### src/rtl/ks_sched_pkg.sv
// Shared types and sizing for the multi-word add scheduler.
// Default slice geometry: 4-bit slice, 4 words, 16-bit operands.
package ks_sched_pkg;

  localparam int DEF_N     = 4;
  localparam int DEF_WORDS = 4;

  typedef enum logic [1:0] {
    IDLE = 2'd0,
    RUN  = 2'd1,
    RESP = 2'd2
  } state_t;

  // The word counter stays at least one bit wide so WORDS=1 still has a legal vector.
  function automatic int cnt_width(input int words);
    return (words > 1) ? $clog2(words) : 1;
  endfunction

  localparam int W     = DEF_N * DEF_WORDS;
  localparam int CNT_W = cnt_width(DEF_WORDS);

endpackage

### src/rtl/ks_rr_arb2.sv
// Two-way round-robin arbiter: grant is combinational from valid and en.
// The pointer flips only when both requesters contend while enabled.
module ks_rr_arb2 (
  input  logic       clk,
  input  logic       rst_n,
  input  logic [1:0] valid,
  input  logic       en,
  output logic [1:0] grant
);

  logic rr_ptr;
  logic both;

  assign both = valid[0] & valid[1];

  always_comb begin
    grant    = 2'b00;
    grant[0] = en & valid[0] & (~valid[1] | ~rr_ptr);
    grant[1] = en & valid[1] & (~valid[0] |  rr_ptr);
  end

  always_ff @(posedge clk or negedge rst_n) begin
    if (!rst_n) begin
      rr_ptr <= 1'b0;
    end else if (en && both) begin
      rr_ptr <= ~rr_ptr;
    end
  end

endmodule

### src/rtl/ks_multiword_add_sched.sv
// Time-shares one N-bit combinational adder slice between two requesters,
// walking each N*WORDS-bit addition one word per cycle with a registered carry.
module ks_multiword_add_sched
  import ks_sched_pkg::*;
#(
  parameter int N     = DEF_N,
  parameter int WORDS = DEF_WORDS
) (
  input  logic               clk,
  input  logic               rst_n,
  input  logic               req0_valid,
  output logic               req0_ready,
  input  logic [N*WORDS-1:0] req0_a,
  input  logic [N*WORDS-1:0] req0_b,
  input  logic               req1_valid,
  output logic               req1_ready,
  input  logic [N*WORDS-1:0] req1_a,
  input  logic [N*WORDS-1:0] req1_b,
  output logic               rsp_valid,
  input  logic               rsp_ready,
  output logic               rsp_id,
  output logic [N*WORDS-1:0] rsp_sum,
  output logic               rsp_cout,
  output logic [N-1:0]       add_a,
  output logic [N-1:0]       add_b,
  output logic               add_cin,
  input  logic [N-1:0]       add_sum,
  input  logic               add_cout
);

  localparam int TCNT_W = cnt_width(WORDS);
  localparam logic [TCNT_W-1:0] LAST_CNT = TCNT_W'(WORDS - 1);

  state_t                      state;
  logic [TCNT_W-1:0]           cnt;
  logic                        carry;
  logic                        id_q;
  logic                        cout_q;
  logic [WORDS-1:0][N-1:0]     op_a;
  logic [WORDS-1:0][N-1:0]     op_b;
  logic [WORDS-1:0][N-1:0]     res;

  logic [1:0] arb_valid;
  logic [1:0] grant;
  logic       arb_en;
  logic       accept;

  // Gating on rst_n keeps ready low while reset is held, not just after it.
  assign arb_valid = {req1_valid, req0_valid};
  assign arb_en    = (state == IDLE) && rst_n;
  assign accept    = |grant;

  ks_rr_arb2 u_arb (
    .clk   (clk),
    .rst_n (rst_n),
    .valid (arb_valid),
    .en    (arb_en),
    .grant (grant)
  );

  assign req0_ready = grant[0];
  assign req1_ready = grant[1];

  always_comb begin
    add_a   = '0;
    add_b   = '0;
    add_cin = 1'b0;
    if (state == RUN) begin
      add_a   = op_a[cnt];
      add_b   = op_b[cnt];
      add_cin = (cnt != '0) && carry;
    end
  end

  assign rsp_valid = (state == RESP);
  assign rsp_id    = id_q;
  assign rsp_sum   = res;
  assign rsp_cout  = cout_q;

  always_ff @(posedge clk or negedge rst_n) begin
    if (!rst_n) begin
      state  <= IDLE;
      cnt    <= '0;
      carry  <= 1'b0;
      id_q   <= 1'b0;
      cout_q <= 1'b0;
      op_a   <= '0;
      op_b   <= '0;
      res    <= '0;
    end else begin
      case (state)
        IDLE: begin
          if (accept) begin
            op_a  <= grant[1] ? req1_a : req0_a;
            op_b  <= grant[1] ? req1_b : req0_b;
            id_q  <= grant[1];
            cnt   <= '0;
            carry <= 1'b0;
            state <= RUN;
          end
        end
        RUN: begin
          res[cnt] <= add_sum;
          carry    <= add_cout;
          if (cnt == LAST_CNT) begin
            cout_q <= add_cout;
            cnt    <= '0;
            state  <= RESP;
          end else begin
            cnt <= cnt + 1'b1;
          end
        end
        RESP: begin
          if (rsp_ready) begin
            state <= IDLE;
          end
        end
        default: state <= IDLE;
      endcase
    end
  end

  // Internal sanity properties.
  a_grant_onehot: assert property (@(posedge clk) disable iff (!rst_n) $onehot0(grant));
  a_rsp_hold: assert property (@(posedge clk) disable iff (!rst_n)
    (rsp_valid && !rsp_ready) |=> (rsp_valid && $stable(rsp_sum) && $stable(rsp_id) && $stable(rsp_cout)));
  a_no_grant_busy: assert property (@(posedge clk) disable iff (!rst_n)
    (state != IDLE) |-> (grant == 2'b00));

endmodule

### config.mk
export PLATFORM = sky130hd
export DESIGN_NAME = ks_multiword_add_sched
export DESIGN_NICKNAME = d
export VERILOG_FILES = /design/src/rtl/ks_sched_pkg.sv /design/src/rtl/ks_rr_arb2.sv /design/src/rtl/ks_multiword_add_sched.sv
export SDC_FILE = /design/constraint.sdc
export NUM_CORES = 1
export LEC_CHECK = 0
export ABC_AREA = 1
export BUFFER_PORTS_ARGS = -buffer_cell sky130_fd_sc_hd__buf_2
export CORE_MARGIN = 3
export CORE_UTILIZATION = 45
export DETAILED_ROUTE_END_ITERATION = 8
export PLACE_DENSITY_LB_ADDON = 0.08
export SLEW_MARGIN = 20
export SYNTH_ARGS = -nofsm -noshare
export SYNTH_HDL_FRONTEND = slang
export SYNTH_HIERARCHICAL = 1
export SYNTH_SLANG_ARGS = --single-unit
### constraint.sdc
create_clock -name clk -period 1.8 [get_ports clk]
set_clock_uncertainty 0.15 [all_clocks]
set_input_delay 0.18 -clock clk [delete_from_list [all_inputs] [get_ports clk]]
set_output_delay 0.18 -clock clk [all_outputs]
set_load 0.02 [all_outputs]
# Word-level counts from Yosys, hierarchy flattened

Cells that the tools add are included.

Add/subtract/negate cells: 1
$lt $le $gt $ge: 2
Equality and inequality tests: 6
Mux-type cells: 21
Bitwise gates (word level): 10
Reductions and logical operators: 12

Operator list:

| kind                                                                                 | number |
|---|---|
| 16-bit two-way mux                                                                   | 2 |
| 4-bit two-way mux                                                                    | 5 |
| 4-bit binary-select mux with 2-bit select                                            | 2 |
| 16-bit bitwise mux                                                                   | 1 |
| 2-bit two-way mux                                                                    | 5 |
| 4-bit demux with 2-bit select                                                        | 1 |
| 2-bit case mux with 3 select lines                                                   | 1 |
| 2-bit AND reduction                                                                  | 3 |
| 1-bit bitwise AND                                                                    | 5 |
| 2-bit equality test (second input constant)                                          | 2 |
| 1-bit logical AND                                                                    | 4 |
| 2-bit by 1-bit != test with 1-bit output (second input constant)                     | 2 |
| 2-bit case mux with 2 select lines                                                   | 1 |
| 2-bit nonzero test                                                                   | 2 |
| 2-bit by 3-bit less-than comparator with 1-bit output (second input constant)        | 1 |
| 1-bit inverter                                                                       | 3 |
| 3-bit AND reduction                                                                  | 1 |
| 2-bit by 1-bit adder with 2-bit output (second input constant)                       | 1 |
| 2-bit by 1-bit equality test with 1-bit output (second input constant)               | 1 |
| 2-bit by 1-bit greater-or-equal comparator with 1-bit output (second input constant) | 1 |
| 2-bit zero test                                                                      | 1 |
| 1-bit two-way mux                                                                    | 2 |
| 2-bit != test (second input constant)                                                | 1 |
| 1-bit OR                                                                             | 2 |
| other kinds (2)                                                                      | 2 |

Register bits: 56
Input port bits: 74
Output and inout port bits: 30
Word-level logic and storage cells: 70

# Longest topological paths before layout

Gate-level depths: netlist of run 1.

Word-level depth: 7
Mapped depth: 9
Mapped depth without buffers: 7

# Cells and area by module

Netlist of run 1, hierarchy kept.

By module, submodules not included:

| module                 | times used | cells each | area each (um^2) | seq. area each (um^2) |
|---|---|---|---|---|
| ks_multiword_add_sched | 1          | 395        | 2,871.5          | 1,376.3 |
| ks_rr_arb2             | 1          | 10         | 65.1             | 25.0 |

# Worst setup path after synthesis of run 1

Ideal clock, no wire load.

Kind: register to register
Start point: register state[1]
End point: register op_b[0] in the netlist's numbering
Setup time: 0.128 ns
Arrival: 1.886 ns
Data required time: 1.522 ns
Path slack: -0.363 ns
Stages on the path, launching flop included: 9
Path buffers: 2
Period minus slack after synthesis: 2.163 ns
Cells stage by stage: dfrtp_1 > nor3b_1 > nand2_1 > a21oi_1 > buf_2 > inv_1 > buf_2 > a21oi_1 > o21ai_0

Word-level cells in the longest chain between the ends: 6
Elaborated cells on any way between the ends: 9
Classes of those cells: mux: 1; bitwise: 4; reduce/logical: 4

RTL lines:

| what                                | RTL line                      | text |
|---|---|---|
| from (decl)                         | ks_multiword_add_sched.sv:34  | `state_t state;` |
| from (signal assigned)              | ks_multiword_add_sched.sv:82  | `state <= IDLE;` |
| from (signal assigned)              | ks_multiword_add_sched.sv:99  | `state <= RUN;` |
| from (signal assigned)              | ks_multiword_add_sched.sv:108 | `state <= RESP;` |
| 2-bit zero test (*)                 | ks_multiword_add_sched.sv:50  | `assign arb_en = (state == IDLE) && rst_n;` |
| 1-bit logical AND (*)               | ks_multiword_add_sched.sv:50  |  |
| named net arb_en                    | ks_multiword_add_sched.sv:45  | `logic arb_en;` |
| 1-bit bitwise AND (*) (2 in series) | ks_rr_arb2.sv:19              | `grant[1] = en & valid[1] & (~valid[0] \| rr_ptr);` |
| named net req1_ready                | ks_multiword_add_sched.sv:16  | `output logic req1_ready,` |
| 2-bit OR reduction                  | ks_multiword_add_sched.sv:51  | `assign accept = \|grant;` |
| 2-bit AND reduction (no line)       | n/a                           |  |
| to (signal assigned)                | ks_multiword_add_sched.sv:95  | `op_b <= grant[1] ? req1_b : req0_b;` |
| to (decl)                           | ks_multiword_add_sched.sv:40  | `logic [WORDS-1:0][N-1:0] op_b;` |

Mark *: on every way through the listed nets, which the timed path passes. The rest lies on a longest branch.
A chain may end at the register's enable or synchronous reset.

# Worst setup path after layout of run 1

Start point: register state[1]
End point: register op_a[9] in the netlist's numbering

Word-level cells in the longest chain between the ends: 6
Elaborated cells on any way between the ends: 9
Classes of those cells: mux: 1; bitwise: 4; reduce/logical: 4

RTL lines:

| what                                               | RTL line                           | text |
|---|---|---|
| 2-bit zero test (*)                                | ks_multiword_add_sched.sv:50       |  |
| 1-bit logical AND (*)                              | ks_multiword_add_sched.sv:50       |  |
| named net arb_en                                   | ks_multiword_add_sched.sv:45       |  |
| 1-bit bitwise AND (on tied branches) (2 in series) | ks_rr_arb2.sv:18, ks_rr_arb2.sv:19 |  |
| 2-bit OR reduction                                 | ks_multiword_add_sched.sv:51       |  |
| 2-bit AND reduction (no line)                      | n/a                                |  |
| to (signal assigned)                               | ks_multiword_add_sched.sv:94       | `op_a <= grant[1] ? req1_a : req0_a;` |
| to (decl)                                          | ks_multiword_add_sched.sv:39       | `logic [WORDS-1:0][N-1:0] op_a;` |

Marks and branches as above.

==> summary.md, run 1 <==
| Metric | Value |
|---|---|
| Violated checks | `negative hold slack, negative setup slack` |
| CTS Buffer Depth | `2` |
| Final setup viols | `32` |
| Global placer's final weighted congestion | `0.7612` |
| Initial antenna violation count | `0` |
| Critical Path RT | `1850 ps` |
| Inserted Clock Buffers | `5` |
| Critical Path End Type | `flip-flop` |
| Yosys top cell area share | `47.72%` |
| RSZ-0062 raised after global routing | `yes` |
| Layout area overhead | `56.58%` |
| Die ar. | `roughly 7500 um^2` |
| Post-Syn Instances | `between 400 and 500` |
| Clock-pin slew on the worst setup and hold paths | `roughly 100 ps` |
| Register area | `between 1000 and 1500 um^2` |
| CP startpoint kind | `flip-flop` |
| Ant. Diodes | `0` |
| Max Freq | `0.5386 GHz` |
| Drt drc | `0` |
| Area leader, netlist | `dfrtp_1` |
| Post-detailed-placement half-perimeter wirelength | `5.086 mm` |
| Die W | `86.78 um` |
| Worst skew pair latency | `slightly above 300 ps` |
| Largest net degree at the start of global routing | `57` |
| Post-Syn Area | `2937 um^2` |
| Remaining antenna violation count | `0` |
| Avg Cell Area, Syn | `7.251 um^2` |
| Root buf cell | `clkbuf_8` |
| Initial DRC count | `88` |
| CORE AREA | `~6000 um^2` |
| Netlist cell types | `21` |
| IO buf count | `103` |
| YS warnings | `6` |
| H-tree levels | `2` |
| Vias in the first global route | `about 2.7k` |
| Grt ovf | `0` |
| Most frequent cells in the layout | `nand2_1, buf_2, inv_1, dfrtp_1, o21ai_1` |
| Hold Vio Cnt, Final | `10` |
| PD cells | `~1600 nW/um^2` |
| VDD IR max | `0.9655 mV` |
| Setup CP Type | `reg -> reg` |
| Global-route wire length before repair | `11.99 mm` |
| Clock sinks | `56` |
| Worst path arrival time | `1910 ps` |
| Vias per cell | `between 4 and 5` |
| DR pass1 iterations | `4` |
| Most common cell after layout, fill and taps aside | `nand2_1` |
| Largest cells by area after synthesis | `dfrtp_1, nand2_1, inv_1` |
| Std-Cell Rows | `28` |
| Post-Place Setup Slack | `-60.43 ps` |
| WHS | `-16.17 ps` |
| Share of cells above drive strength 1 | `39.67%` |
| Worst Tran Pin Value | `roughly 720 ps` |
| Total number of vias | `between 3k and 4k` |
| Outcome | `finished with violations` |
| Hold Path Class | `in -> reg` |
| CTS tree | `built` |
| Initial Utilization | `47.90%` |
| Chip height | `86.78 um` |
| Routed length per instance | `14.33 um` |
| Fin crit period | `1857 ps` |
| Seq/Total Area, Yosys | `47.72%` |
| Max transition margin | `51.77%` |
| Final worst-path cycle share | `103.1%` |
| Final Power | `between 7 and 8 mW` |
| Filler cell count | `around 470` |
| IO Pins | `104` |
| Leakage | `2.536 nW` |
| Max-slew violations | `0` |
| Multi-input logic area | `1513 um^2` |
| Total Routed Length | `8.916 mm` |
| Nets@finish | `between 600 and 700` |
| Worst-path maximum fanout | `6` |
| Syn nets | `approximately 480` |
| Final worst setup slack | `-56.70 ps` |
| Max cap viols | `0` |
| Synthesized flop and latch total | `56` |
| Total GRT Usage | `19.84%` |
per-stage QoR:
step	TNS (ps)	std cells	util [%]	hold slack [ps]	area, um^2
after global placement	0	577	58.82	226.7	3606
after floorplan	0	405	-	-265.6	2970
after detailed placement	-250.5	577	58.82	228.6	3606
after CTS	-20.69	602	63.78	0.1429	3910
after global routing	-4716	622	75.00	1.233	4598
final	-836.8	622	75.00	-16.17	4598
final timing paths:
| check | startpoint | to | slack (ps) | cells after the start |
|---|---|---|---|---|
| hold / removal | req0_a[15] | op_a[15] | -20 | 3 |
| max in group asynchronous | rst_n | cnt[0] | 520 | 3 |
| setup / recovery | state[1] | op_a[9] | -60 | 8 |
| hold reg to reg | rsp_cout | rsp_cout | 330 | 2 |
| min in group asynchronous | rst_n | carry | 470 | 3 |
| setup reg to reg | state[1] | op_a[9] | -60 | 8 |
sequential cells by signal, summed over array words and instances, names as in the netlist:
name          count
carry             1
cnt               2
op_a             16
op_b             16
rsp_cout          1
rsp_id            1
rsp_sum          16
state             2
u_arb/rr_ptr      1
metal layers:
layer  track usage, %  wire length, um
met1            26.42             3811
met2            32.57             4388
met3            4.563              591
met4            5.099              125
met5                0                0
cells in the mapped netlist:
| cell type | count |
|---|---|
| inv_1 | 70 |
| buf_2 | 13 |
| nand3_1 | 21 |
| buf_1 | 1 |
| nor3b_1 | 1 |
| clkbuf_1 | 1 |
| nand2_1 | 130 |
| nor2_1 | 4 |
| inv_2 | 3 |
| o31ai_1 | 1 |
| a21oi_1 | 42 |
| o21ai_1 | 6 |
| nand4_1 | 1 |
| dfrtp_1 | 56 |
| o21ai_4 | 1 |
| clkbuf_2 | 3 |
| ha_1 | 4 |
| clkinv_1 | 1 |
| nand2_2 | 1 |
| buf_4 | 1 |
| o21ai_0 | 44 |
what timing repair did:
item / 4_1_cts / 5_1_grt
pin swaps: 2 / 8
gates cloned: 0 / 12
endpoints found under the setup margin: 28 / 47
setup buffers: 4 / 5
gates resized for setup: 18 / 128
hold buffers: 13 / 3
endpoints found under the hold margin: 69 / 3
cell families after synthesis:
logic type                 count (synthesis)  synth area share (%)
DFF                                       56                 47.72
adders and majority gates                  4                 1.704
AOI/OAI and AO/OA                         94                 16.49
and+or+nand+nor                          158                 21.39
buffers and inverters                     93                 12.70
area by class of cell:
class                           instances  area share, %
Tap cell                               75          2.041
Sequential cell                        56          30.50
Timing Repair Buffer                  152          26.10
Clock buffer                            6          1.796
Multi-Input combinational cell        257          32.90
Clock inverter                          2         0.2177
Inverter                               74          6.449
worst max-delay path: stages, from the launching register on:
cell and delay, ps:
dfrtp_1 420, nor3b_2 220, nand2_1 120, a21oi_4 190, buf_8 180, o21ai_4 130, clkbuf_16 220, nand2_2 60
o21ai_2 50
report_power, final:
group,leakage [nW],internal (mW),switching [mW]
Combinational,1.79,1.82,2.43
Clock,0.0510,0.309,0.418
Sequential,0.698,1.85,0.380
Power figures use the tool's default switching activity.
==> run 2: changes to the inputs <==
Settings changed: CTS_BUF_LIST set to sky130_fd_sc_hd__clkbuf_16.
==> run 2 against run 1 <==
Effect of this change: clock power up 30%; sequential power about the same; worst hold slack improved by 15 ps; via count fell by 2.2%; critical path type unchanged; die area is the same; global-route usage shrank 0.22 points; the run still ends with negative hold slack, negative setup slack left; setup slack improved by 8.6 ps; first-iteration DRC count increased by 140%; final cell count fell by 2.7%; fmax rose by 0.47%; sequential cell count stayed put.
==> summary.md, run 2 (synthesized netlist as in run 1, its figures left out) <==
| Metric | Value |
|---|---|
| IO buf count | `103` |
| Max cap viols | `0` |
| Std-Cell Rows | `28` |
| Vias per cell | `4.982` |
| Drt drc | `0` |
| DR pass1 iterations | `4` |
| Worst path arrival time | `between 1500 and 2000 ps` |
| Total number of vias | `3014` |
| Total Routed Length | `about 8.7 mm` |
| Filler cell count | `495` |
| Total GRT Usage | `approximately 20%` |
| Die ar. | `7531 um^2` |
| Hold Vio Cnt, Final | `4` |
| Worst Tran Pin Value | `715.2 ps` |
| FF-to-FF setup slack | `-50 ps` |
| Hold Path Depth | `3` |
| Setup CP Type | `reg -> reg` |
| Final setup viols | `26` |
| CP startpoint kind | `flip-flop` |
| Clock-pin slew on the worst setup and hold paths | `70 ps` |
| Leakage | `2.480 nW` |
| Final worst setup slack | `-48.05 ps` |
| CTS Buffer Depth | `2` |
| Non-filler instance count after layout | `605` |
| Outcome | `finished with violations` |
| Largest net degree at the start of global routing | `between 50 and 60` |
| Fin crit period | `1848 ps` |
| Share of cells above drive strength 1 | `40.75%` |
| Post-detailed-placement half-perimeter wirelength | `5.086 mm` |
| Violated checks | `negative hold slack, negative setup slack` |
| Setup TNS | `-583.8 ps` |
| Root buf cell | `clkbuf_16` |
| PD cells | `~1600 nW/um^2` |
| Vias in the first global route | `2645` |
| RSZ-0062 raised after global routing | `yes` |
| Clock sinks | `56` |
| Max Freq | `0.5411 GHz` |
| Reg2Reg Depth | `7` |
| Remaining antenna violation count | `0` |
| Routed length per instance | `~14 um` |
| Hold path startpoint | `req0_b[13]` |
| Worst Hold Path EP | `op_b[13]` |
| Initial DRC count | `slightly above 200` |
| Most common cell after layout, fill and taps aside | `nand2_1` |
| Critical Path RT | `1850 ps` |
| Global placer's final weighted congestion | `about 0.76` |
| Post-Place Setup Slack | `-60.43 ps` |
| CTS tree | `built` |
| Chip height | `between 80 and 90 um` |
| Initial Utilization | `47.90%` |
| Layout area overhead | `49.64%` |
| WHS | `-1.464 ps` |
| DP Cell Count | `577` |
| Worst skew pair latency | `290 ps` |
| Grt ovf | `0` |
| Most frequent cells in the layout | `nand2_1, buf_2, inv_1, dfrtp_1, a21oi_2` |
| IO Pins | `104` |
| Die W | `86.78 um` |
| FF-to-FF Start | `state[1]` |
| CORE AREA | `6131 um^2` |
| Initial antenna violation count | `0` |
| FF-to-FF End | `op_b[2]` |
| Critical Path End Type | `flip-flop` |
| Global-route wire length before repair | `11.85 mm` |
| Max transition margin | `about 52%` |
| Inserted Clock Buffers | `5` |
| VDD IR max | `1.155 mV` |
| Final worst-path cycle share | `102.7%` |
| Nets@finish | `607` |
| Hold Path Class | `in -> reg` |
| Ant. Diodes | `0` |
| Worst-path maximum fanout | `5` |
| Max-slew violations | `0` |
| H-tree levels | `2` |
-- run 2: metal layers --
layer	GRT usage, %	up-vias	part of all wire, %
met4	4.816	0	1.2
met3	4.848	12	8.4
met5	0	-	0
li1	-	1510	-
met1	26.42	1365	41
met2	31.75	127	50
-- run 2: what timing repair did --
action,CTS,global route
endpoints found under the hold margin,59,0
pin swaps,2,9
gates resized for setup,11,114
setup buffers,4,1
gates cloned,0,12
hold buffers,3,0
setup endpoints to repair,19,47
-- run 2: power breakdown --
part | internal, mW | switching, mW | total (mW)
combinational | 1.60 | 2.26 | 3.86
clock | 0.507 | 0.437 | 0.944
sequential | 1.85 | 0.397 | 2.25
-- run 2: metrics by stage --
step / utilization, % / cell area, um^2 / total power, mW
after floorplan: - / 2970 / 4.135
after detailed placement: 58.82 / 3606 / 5.086
after CTS: 62.67 / 3842 / 6.100
final: 71.67 / 4394 / 7.053
after global routing: 71.67 / 4394 / 7.589
after global placement: 58.82 / 3606 / 5.021
-- run 2: layout make-up --
| class | count | area (um^2) | share of cell area [%] |
|---|---|---|---|
| Clock buffer | 5 | 125.1 | 2.847 |
| Multi-Input combinational cell | 257 | 1479 | 33.66 |
| Inverter | 74 | 284.0 | 6.464 |
| Tap cell | 75 | 93.84 | 2.136 |
| Timing Repair Buffer | 135 | 997.2 | 22.69 |
| Sequential cell | 56 | 1401 | 31.89 |
| Clock inverter | 3 | 13.76 | 0.3132 |
-- run 2: worst max-delay path, stage by stage, from the launching register on --
cell	delay [ps]
dfrtp_1	410
nor3b_2	220
nand2_1	120
a21oi_4	170
buf_8	170
o21ai_4	130
buf_6	190
o21ai_0	190
-- run 2: how the worst max path moves through the flow --
stage / from / endpoint / slack (ps) / depth (start not counted)
floorplan: state[0] / op_b[0] / 10 / 8
global placement: state[1] / op_b[2] / 30 / 7
detailed placement: state[0] / op_b[1] / -60 / 8
CTS: state[1] / op_b[2] / -5 / 8
global route: state[1] / op_b[3] / -160 / 9
finish: state[1] / op_b[2] / -50 / 7
